**src/rtl/spmv_rowptr_builder.sv**
```systemverilog
// Builds the 17-entry CSR row-pointer vector from a non-decreasing stream of
// nonzero row indices; empty rows (including trailing ones) are back-filled.
module spmv_rowptr_builder (
  input  logic         i_clk,
  input  logic         i_rst,
  input  logic         i_start,
  input  logic         i_valid,
  input  logic [3:0]   i_row,
  input  logic         i_eom,
  output logic         o_ready,
  output logic [135:0] o_row_ptr,
  output logic [7:0]   o_nnz,
  output logic         o_valid,
  output logic         o_done,
  output logic         o_err
);

  typedef enum logic [2:0] {
    S_IDLE,
    S_ACCUM,
    S_FILL,
    S_TAIL,
    S_DONE
  } state_t;

  state_t      state_q, state_d;
  logic [7:0]  ptr_q [17];
  logic [7:0]  nnz_q, nnz_d;
  logic [4:0]  cur_row_q, cur_row_d;
  logic [4:0]  tgt_q, tgt_d;
  logic        eom_pend_q, eom_pend_d;
  logic        err_q, err_d;
  logic        done_q, done_d;
  logic        wr_en;
  logic        clr_ptr;
  logic        enter_fill;

  logic [4:0]  row_ext;
  logic [4:0]  cur_inc;
  logic        nnz_full;

  assign row_ext  = {1'b0, i_row};
  assign cur_inc  = cur_row_q + 5'd1;
  assign nnz_full = (nnz_q == 8'hFF);

  // Every pointer write lands at cur_row+1 and stores the pre-increment nnz.
  always_comb begin
    state_d    = state_q;
    nnz_d      = nnz_q;
    cur_row_d  = cur_row_q;
    tgt_d      = tgt_q;
    eom_pend_d = eom_pend_q;
    err_d      = err_q;
    done_d     = 1'b0;
    wr_en      = 1'b0;
    clr_ptr    = 1'b0;
    enter_fill = 1'b0;

    if (i_start) begin
      state_d    = S_ACCUM;
      nnz_d      = 8'd0;
      cur_row_d  = 5'd0;
      tgt_d      = 5'd0;
      eom_pend_d = 1'b0;
      err_d      = 1'b0;
      clr_ptr    = 1'b1;
    end else begin
      case (state_q)
        S_ACCUM: begin
          if (i_valid) begin
            if (row_ext < cur_row_q) begin
              err_d = 1'b1;
            end else if (row_ext == cur_row_q) begin
              if (nnz_full) err_d = 1'b1;
              else          nnz_d = nnz_q + 8'd1;
            end else begin
              wr_en     = 1'b1;
              cur_row_d = cur_inc;
              if (row_ext == cur_inc) begin
                if (nnz_full) err_d = 1'b1;
                else          nnz_d = nnz_q + 8'd1;
              end else begin
                // Larger gap: the element is counted at the end of FILL.
                tgt_d      = row_ext;
                eom_pend_d = i_eom;
                enter_fill = 1'b1;
                state_d    = S_FILL;
              end
            end
          end
          if (i_eom && !enter_fill) state_d = S_TAIL;
        end

        S_FILL: begin
          wr_en     = 1'b1;
          cur_row_d = cur_inc;
          if (cur_inc == tgt_q) begin
            if (nnz_full) err_d = 1'b1;
            else          nnz_d = nnz_q + 8'd1;
            state_d    = eom_pend_q ? S_TAIL : S_ACCUM;
            eom_pend_d = 1'b0;
          end
        end

        S_TAIL: begin
          if (cur_row_q < 5'd16) begin
            wr_en     = 1'b1;
            cur_row_d = cur_inc;
          end else begin
            state_d = S_DONE;
            done_d  = 1'b1;
          end
        end

        default: ;
      endcase
    end
  end

  always_ff @(posedge i_clk) begin
    if (i_rst) begin
      state_q    <= S_IDLE;
      nnz_q      <= 8'd0;
      cur_row_q  <= 5'd0;
      tgt_q      <= 5'd0;
      eom_pend_q <= 1'b0;
      err_q      <= 1'b0;
      done_q     <= 1'b0;
      for (int k = 0; k < 17; k++) ptr_q[k] <= 8'd0;
    end else begin
      state_q    <= state_d;
      nnz_q      <= nnz_d;
      cur_row_q  <= cur_row_d;
      tgt_q      <= tgt_d;
      eom_pend_q <= eom_pend_d;
      err_q      <= err_d;
      done_q     <= done_d;
      if (clr_ptr) begin
        for (int k = 0; k < 17; k++) ptr_q[k] <= 8'd0;
      end else if (wr_en) begin
        ptr_q[cur_inc] <= nnz_q;
      end
    end
  end

  generate
    for (genvar gi = 0; gi < 17; gi++) begin : g_pack
      assign o_row_ptr[8*gi +: 8] = ptr_q[gi];
    end
  endgenerate

  assign o_ready = (state_q == S_ACCUM);
  assign o_valid = (state_q == S_DONE);
  assign o_done  = done_q;
  assign o_err   = err_q;
  assign o_nnz   = nnz_q;

endmodule

```
**config.mk**
```make
export PLATFORM = sky130hd
export DESIGN_NAME = spmv_rowptr_builder
export DESIGN_NICKNAME = d
export VERILOG_FILES = /design/src/rtl/spmv_rowptr_builder.sv
export SDC_FILE = /design/constraint.sdc
export NUM_CORES = 1
export LEC_CHECK = 0
export CAP_MARGIN = 5
export CORE_UTILIZATION = 54
export CTS_CLUSTER_DIAMETER = 60
export DETAILED_ROUTE_END_ITERATION = 8
export GPL_ROUTABILITY_DRIVEN = 1
export PLACE_DENSITY = 0.85
export SLEW_MARGIN = 10
export SYNTH_ARGS = -nofsm -noshare
export SYNTH_HDL_FRONTEND = slang
export SYNTH_SLANG_ARGS = --single-unit
```
**constraint.sdc**
```tcl
create_clock -name i_clk -period 7.95 [get_ports i_clk]
set_clock_uncertainty 0.05 [all_clocks]
set_input_delay 1.1925 -clock i_clk [delete_from_list [all_inputs] [get_ports i_clk]]
set_output_delay 1.1925 -clock i_clk [all_outputs]
set_load 0.005 [all_outputs]
```
==> impl_results.md, run 1 <==
* Status: finished, final reports clean
* Vias per Instance at 5.60
* Area of the die at 0.0130 mm^2
* RSZ-0062 raised after global routing: no
* Crit path max fanout at 17
* Seq/Total Area, Yosys at 67.1%
* EDFF count, synth at 136
* Fillers at 796
* Cell at the slowest stage of the critical path: nor4_1
* Sink Count at 159
* Diodes inserted at 0
* Crit end category: register
* CTS H-Tree Depth at 4
* Final setup violation count at 0
* Max incr delay on CP at 840 ps
* Clock Latency Late Sink at 410 ps
* Pwr Density at 204 mW/mm^2
* Share of the synthesized area in the top cell type at 60.3%
* Starting Density at 55.9%
* Class of the tightest hold or removal check: register to register
* Final Wtd Congestion at 0.950
* Synth unique cells at 49
* Mapped Nets at 538
* WS Path Type: input port to register
* Fin crit period at 4130 ps
* CTS tree: done
* Slew headroom at 30.5%
* Worst IR drop on VDD at 0.000137 V
* Mapped cell area at 0.00677 mm^2
* Final number of hold-violating endpoints at 0
* Layout Nets at 687
* Pre-antenna DRT Iters at 6
* Max_cap viols at 0
* Slew Limit Fails at 0
* Synth Flop Type: edfxtp_1
* Final Total Pwr at 1840 uW
* Num CTS Buffers at 17
* Critical Path, Cell by Cell: clkdlybuf4s50_1, ha_1, and4b_1, a211oi_1, nor3_1, nor3_2, buf_4, nor4_1, nand2b_1
* Critical path startpoint category: input port
* Hold_ws at 437 ps
* Top post-synthesis cells by area: edfxtp_1 60%, and2_1 13%, dfxtp_1 6.8%, ha_1 1.8%, nand2b_1 1.7%
* Initial antenna violation count at 0
* Post-CTS Resized at 0
* Setup_tns at 0 ps
* Ys Warns at 0
* Cts hold-fix bufs at 0
* # port buffers at 156
* Die width at 114 um
* Core area at 0.0121 mm^2
* Drt wl/cell at 20.0 um
* Final WL at 17.0 mm
* Die H at 114 um
* WP data arrival at 4160 ps
* Critical Path RT at 7980 ps
* Pleak at 0.00331 uW
* Tcrit/Tclk final at 51.9%
* Most common cell after layout, fill and taps aside: clkdlybuf4s50_1
* Synth Register Bits at 159
* Clock tree root buffer cell: clkbuf_16
* GR Overflow Total at 0
* Yosys top cell by area: edfxtp_1
* Layout cells sized above 1 at 5.73%
* Clock slew at reported path FFs at 60 ps
* Footprint of the multi-input gates at 0.00209 mm^2
* Number of global-route vias before repair at 4566
* CP delay by family, top: simple AND/OR/NAND/NOR gates
* Most frequent cells in the layout: 156 x clkdlybuf4s50_1, 137 x and2_1, 136 x edfxtp_1
* Post-route ant nets at 0
* Gr usage total at 26.8%
* Crit path buf inv count at 2
* Vias at 4757
* First-pass GRT wire length at 25.5 mm
* Fmax at 242 MHz
* Non-Filler Instances at 849
* Rows at 40
* DRC viols at 0
* Layout area overhead at 32.8%
* I/O pins at 157
* Largest net degree at the start of global routing at 25
* CTS Buffer Depth at 2
* Register area at 0.00454 mm^2
* Pin slew with the least headroom to its limit at 1040 ps
* Syn_area_per_cell at 13.0 um^2
* # placed instances at 817
* Ys async rst share at 0%
* Post-DP HPWL at 11.3 mm
* Postcts setup bufs at 0
* Gate Count Post-Synth at 519
* DRT iter0 DRCs at 567
[per-layer routing]
metal  global-route usage [%]  vias up  share of wire, %
li1                         -     2143                 -
met1                     33.9     2309                38
met2                     45.8      274                51
met3                     4.30       31               8.3
met4                     11.3        0               2.3
met5                        0        -                 0
[synth_stat cells, drive strengths merged, types with 2 or more instances]
master	count
nand4	4
dfxtp	23
xnor2	8
edfxtp	136
a21o	2
and2	137
nand3	14
o21ai	9
or4	6
a211oi	2
xor2	4
clkbuf	21
inv	8
o21a	2
a2111oi	2
nor4	3
nand2	19
nor3	21
a21oi	9
nor2b	2
nand2b	18
o211ai	3
a31oi	4
and3	2
o31ai	6
ha	10
buf	7
or3	4
nor2	16
[worst reg2reg max path, delay by kind of cell (launching register included)]
family	cells	cell delay (ps)
and+or+nand+nor	5	1880
DFF	1	500
buffers and inverters	2	390
adders and majority gates	1	340
AOI/OAI and AO/OA	1	70
[per-stage QoR]
stage	worst slack [ps]	area (um^2)	util, %
after global placement	3650	8450	69.7
after floorplan	4210	6770	-
final	3820	8990	74.3
after global routing	3560	8990	74.3
after detailed placement	3490	8450	69.7
after CTS	3870	8990	74.3
[report_power, final]
| part | switching (uW) | internal [uW] |
|---|---|---|
| Combinational | 58.6 | 70.6 |
| Sequential | 16.6 | 936 |
| Clock | 327 | 430 |
| Total | 402 | 1440 |
[worst paths after layout]
check / slack [ps] / depth (start not counted) / start / endpoint
max: 3820 / 9 / i_row[2] / ptr_q[16][6]
min: 440 / 2 / tgt_q[1] / tgt_q[1]
max reg2reg: 4370 / 9 / cur_row_q[3] / ptr_q[16][6]
min reg2reg: 440 / 2 / tgt_q[1] / tgt_q[1]
[cells by family (layout without fill, tap and decap cells)]
group	after synthesis	in the layout	share of synthesized area [%]
buffers and inverters	36	198	2.22
adder cells (fa/ha/maj)	10	10	1.85
XOR/XNOR	14	14	2.24
flip-flops	159	159	67.1
multiplexers	1	1	0.148
AND/OR/NAND/NOR	252	252	21.8
AO/OA/AOI/OAI	47	47	4.64
[layout make-up]
| type | instances | area share (%) |
|---|---|---|
| Clock buffer | 18 | 4.77 |
| Clock inverter | 14 | 1.32 |
| Inverter | 8 | 0.334 |
| Multi-Input combinational cell | 324 | 23.2 |
| Sequential cell | 159 | 50.5 |
| Tap cell | 168 | 2.34 |
| Timing Repair Buffer | 158 | 17.5 |
[state kept, by name, indices dropped and copies added (netlist names)]
register    count
ptr_q         136
o_nnz           8
cur_row_q       5
o_done          1
state_q         3
o_err           1
tgt_q           4
eom_pend_q      1
No activity file was read; power rests on OpenSTA's default activity.
==> run 2: changes to the inputs <==
Settings changed: CORE_UTILIZATION 54 to 50, PLACE_DENSITY 0.85 to 0.8.
Clock period 7.95 ns to 3.8 ns, I/O delays scaled along.
==> run 2 against run 1 <==
- hold slack got worse by 2.0 ps
- utilization down 5.6 points
- global-route usage decreased by 3.2 points
- sequential cell count unchanged
- combinational power is 120% higher
- register-to-register slack got worse by 3900 ps
- power increased by 99%
- non-clock buffer count rose by 20
- largest power group unchanged
- highest routed layer unchanged
==> impl_results.md, run 2 (same netlist as run 1, synthesis figures left out) <==
* Diodes inserted at 0
* Layout cells sized above 1 at 6.89%
* Tcrit/Tclk final at 88.9%
* Worst Setup SP: cur_row_q[3]
* First-pass GRT wire length at 24.1 mm
* Clock share of power at 38.2%
* Rows at 42
* GR Overflow Total at 0
* Final Core Density at 68.6%
* Starting Density at 51.1%
* Sink Count at 159
* Critical Path RT at 3830 ps
* Pin slew with the least headroom to its limit at 914 ps
* Class of the tightest hold or removal check: register to register
* Crit end category: register
* Critical path startpoint category: register
* Fillers at 947
* Worst R2R Start: cur_row_q[3]
* Final Wtd Congestion at 0.902
* Area of the die at 0.0140 mm^2
* CTS Buffer Depth at 2
* Final setup violation count at 0
* Core area at 0.0132 mm^2
* DRT iter0 DRCs at 445
* Clock tree root buffer cell: clkbuf_16
* WP data arrival at 3400 ps
* Layout area overhead at 34.2%
* I/O pins at 157
* Top reg by flops: ptr_q
* Pleak at 0.00339 uW
* Most frequent cells in the layout: 156 x clkdlybuf4s50_1, 137 x and2_1, 136 x edfxtp_1
* Cts hold-fix bufs at 0
* Net Switching at 743 uW
* Setup WS pre-CTS at 21.4 ps
* Post-route ant nets at 0
* Die H at 118 um
* Fin crit period at 3380 ps
* Setup_tns at 0 ps
* Final WL at 16.0 mm
* Number of global-route vias before repair at 4420
* Int Pwr at 2920 uW
* Vias per Instance at 5.30
* Vias at 4624
* Setup WS post-layout at 423 ps
* Switching share of power at 20.3%
* Slew Limit Fails at 0
* Pre-antenna DRT Iters at 4
* Logic pwr share at 7.6%
* Fmax at 296 MHz
* Final Total Pwr at 3660 uW
* Flop pwr share at 54.3%
* CTS H-Tree Depth at 4
* Initial antenna violation count at 0
* Pwr Density at 403 mW/mm^2
* Max FFs per register at 136
* Drt wl/cell at 18.3 um
* Status: finished, final reports clean
* Fin area at 0.00909 mm^2
* RSZ-0062 raised after global routing: no
* Most common cell after layout, fill and taps aside: clkdlybuf4s50_1
* Worst IR drop on VDD at 0.000290 V
* Post-DP HPWL at 10.9 mm
* Final number of hold-violating endpoints at 0
* Die width at 118 um
* WS Path Type: register to register
* Layout Nets at 707
* Clock Latency Late Sink at 420 ps
* Postcts setup bufs at 0
* CTS tree: done
* Crit path max fanout at 17
* Gr usage total at 23.5%
* Post-CTS Resized at 0
* Largest net degree at the start of global routing at 32
* DRC viols at 0
* Min-delay src: eom_pend_q
* Max_cap viols at 0
* Clock slew at reported path FFs at 60 ps
* Num CTS Buffers at 17
* Post-place instance area at 0.00862 mm^2
* # port buffers at 156
* Slew headroom at 39.0%
## run 2: worst max-delay path, cell delays in order (launching register included)
cell and delay (ps):
dfxtp_1 500, inv_1 190, ha_1 350, and4b_1 200, a211oi_1 70, nor3_1 360
nor3_2 100, buf_12 170, nor3_1 620, nand2b_1 420
## run 2: path summary, 6_finish.rpt
check                                    to  slack (ps)  cells past startpoint
worst min-delay path             eom_pend_q         430                      2
worst max-delay path            ptr_q[5][4]         420                      9
worst min register to register   eom_pend_q         430                      2
worst max register to register  ptr_q[5][4]         420                      9
## run 2: stage by stage
step                      instances  hold WS (ps)
after global placement          845           415
final                           873           435
after CTS                       873           433
after detailed placement        845           423
after global routing            873           454
after floorplan                 519           396
## run 2: per-layer routing
layer	routed length [um]	track usage, %
met5	0	0
met4	300	10.3
met3	1050	4.49
met2	8180	40.7
met1	6460	28.8
## run 2: layout make-up
type | count | area [um^2] | share of cell area [%]
clock buffer | 23 | 448 | 4.93
timing repair buffer | 178 | 1740 | 19.1
inverter | 8 | 30.0 | 0.330
multi-input combinational | 324 | 2090 | 23.0
clock inverter | 5 | 20.0 | 0.220
sequential | 159 | 4540 | 50.0
tap | 176 | 220 | 2.42
## run 2: power by group through the flow
stage	Combinational [uW]	Sequential (uW)	Clock [uW]
CTS	279	1990	1420
floorplan	86.1	2020	0
global placement	272	2020	0
global route	296	1990	1470
detailed placement	278	2020	0
finish	278	1990	1400
==> run 3: changes to the inputs <==
Settings changed: CELL_PAD_IN_SITES_DETAIL_PLACEMENT set to 1, CELL_PAD_IN_SITES_GLOBAL_PLACEMENT set to 1, CORE_MARGIN set to 4, CORE_UTILIZATION 50 to 40.
==> run 3 against run 2 <==
- hold slack got worse by 5.2 ps
- non-clock buffer count shrank 8
- largest cell class unchanged
- largest power group unchanged
- highest routed layer unchanged
- wire length is 29% higher
- sequential cell count unchanged
- register-to-register slack worse by 80 ps
- setup slack worse by 82 ps
==> impl_results.md, run 3 (same netlist as run 1, synthesis figures left out) <==
* Slew Limit Fails at 0
* Status: finished, final reports clean
* Final WL at 20.7 mm
* Initial antenna violation count at 0
* Clock Latency Late Sink at 440 ps
* Post-place instance area at 0.00860 mm^2
* GR Overflow Total at 0
* Register area at 0.00454 mm^2
* Critical Path RT at 3850 ps
* Footprint of the multi-input gates at 0.00210 mm^2
* Layout cells sized above 1 at 8.23%
* Cts hold-fix bufs at 0
* Drt wl/cell at 22.6 um
* Post-route ant nets at 0
* DRT iter0 DRCs at 299
* Setup WS post-layout at 341 ps
* Number of global-route vias before repair at 5156
* Area of the die at 0.0191 mm^2
* Most common cell after layout, fill and taps aside: clkdlybuf4s50_1
* Max_cap viols at 0
* Post-DP HPWL at 14.0 mm
* Worst R2R Start: cur_row_q[3]
* Vias at 4753
* Pleak at 0.00340 uW
* CTS tree: done
* Pre-antenna DRT Iters at 4
* Die width at 138 um
* Hold_ws at 429 ps
* Tcrit/Tclk final at 91.0%
* Most frequent cells in the layout: 156 x clkdlybuf4s50_1, 137 x and2_1, 136 x edfxtp_1
* Crit path top cell by count: nor3_1
* Setup_tns at 0 ps
* Top reg by flops: ptr_q
* Min-delay src: eom_pend_q
* Core area at 0.0166 mm^2
* DRC viols at 0
* RSZ-0062 raised after global routing: no
* Sink Count at 159
* WS Path Type: register to register
* Gr usage total at 21.9%
* Fin crit period at 3460 ps
* Layout area overhead at 35.7%
* CTS H-Tree Depth at 4
* Worst IR drop on VDD at 0.000320 V
* Pwr Density at 427 mW/mm^2
* Clock slew at reported path FFs at 60 ps
* Vias per Instance at 5.21
* Final setup violation count at 0
* Cell at the slowest stage of the critical path: nor3_1
* Num CTS Buffers at 17
* Final Core Density at 55.4%
* Critical Path, Cell by Cell: inv_1, ha_1, and4b_1, a211oi_1, nor3_1, nor3_1, buf_4, nor3_1, nand2b_1
* Diodes inserted at 0
* Rows at 47
* Fmax at 289 MHz
* Max FFs per register at 136
* Crit end category: register
* CTS Buffer Depth at 2
* Max incr delay on CP at 630 ps
* Fillers at 1690
* Final number of hold-violating endpoints at 0
* Class of the tightest hold or removal check: register to register
* I/O pins at 157
* Layout Nets at 699
* Die H at 138 um
* Slew headroom at 14.3%
* # port buffers at 156
* Pin slew with the least headroom to its limit at 1280 ps
* Clock tree root buffer cell: clkbuf_16
* Fin area at 0.00919 mm^2
* Largest net degree at the start of global routing at 32
* Starting Density at 40.8%
* Worst Setup SP: cur_row_q[3]
* Crit path max fanout at 17
* Critical path startpoint category: register
* First-pass GRT wire length at 31.8 mm
* WP data arrival at 3510 ps
* Final Wtd Congestion at 0.872
* Setup WS pre-CTS at -52.6 ps
==> run 3: through the flow <==
| step | total power, uW | cells |
|---|---|---|
| after floorplan | 2110 | 519 |
| final | 3930 | 913 |
| after detailed placement | 2320 | 881 |
| after CTS | 3940 | 913 |
| after global routing | 4050 | 913 |
| after global placement | 2300 | 881 |
==> run 3: metal layers <==
metal / wire, um / vias up / part of all wire, % / GRT usage, %
met5: 0 / - / 0 / 0
met4: 404 / 0 / 2.0 / 7.07
met3: 1040 / 27 / 5.1 / 4.97
met2: 11000 / 155 / 53 / 39.5
met1: 8180 / 2397 / 40 / 26.0
li1: - / 2174 / - / -
==> run 3: repair_timing <==
item / CTS / global route
gates resized for setup: 0 / 4
setup buffers: 0 / 0
endpoints found under the setup margin: 0 / 32
==> run 3: power by group <==
group,switching (uW),internal (uW)
clock network,780,868
logic,137,150
registers,33.2,1960
total,950,2980
==> run 3: critical path: cells and delay by family (launching register included) <==
family	cells	cell delay, ps
compound gates	1	80
fa+ha+maj	1	360
buf+inv	2	420
flops	1	520
simple gates	5	1680
==> run 3: worst paths after layout <==
path / end / slack [ps] / depth (start not counted)
setup / recovery: ptr_q[12][2] / 340 / 9
hold / removal: eom_pend_q / 430 / 2
setup reg to reg: ptr_q[12][2] / 340 / 9
hold reg to reg: eom_pend_q / 430 / 2
==> run 3: cell type report <==
class                      count  area share (%)
clock buffer                  17            4.63
clock inverter                15            1.59
inverter                       8           0.327
multi-input combinational    324            22.9
sequential                   159            49.5
tap                          220            3.00
timing repair buffer         170            18.1
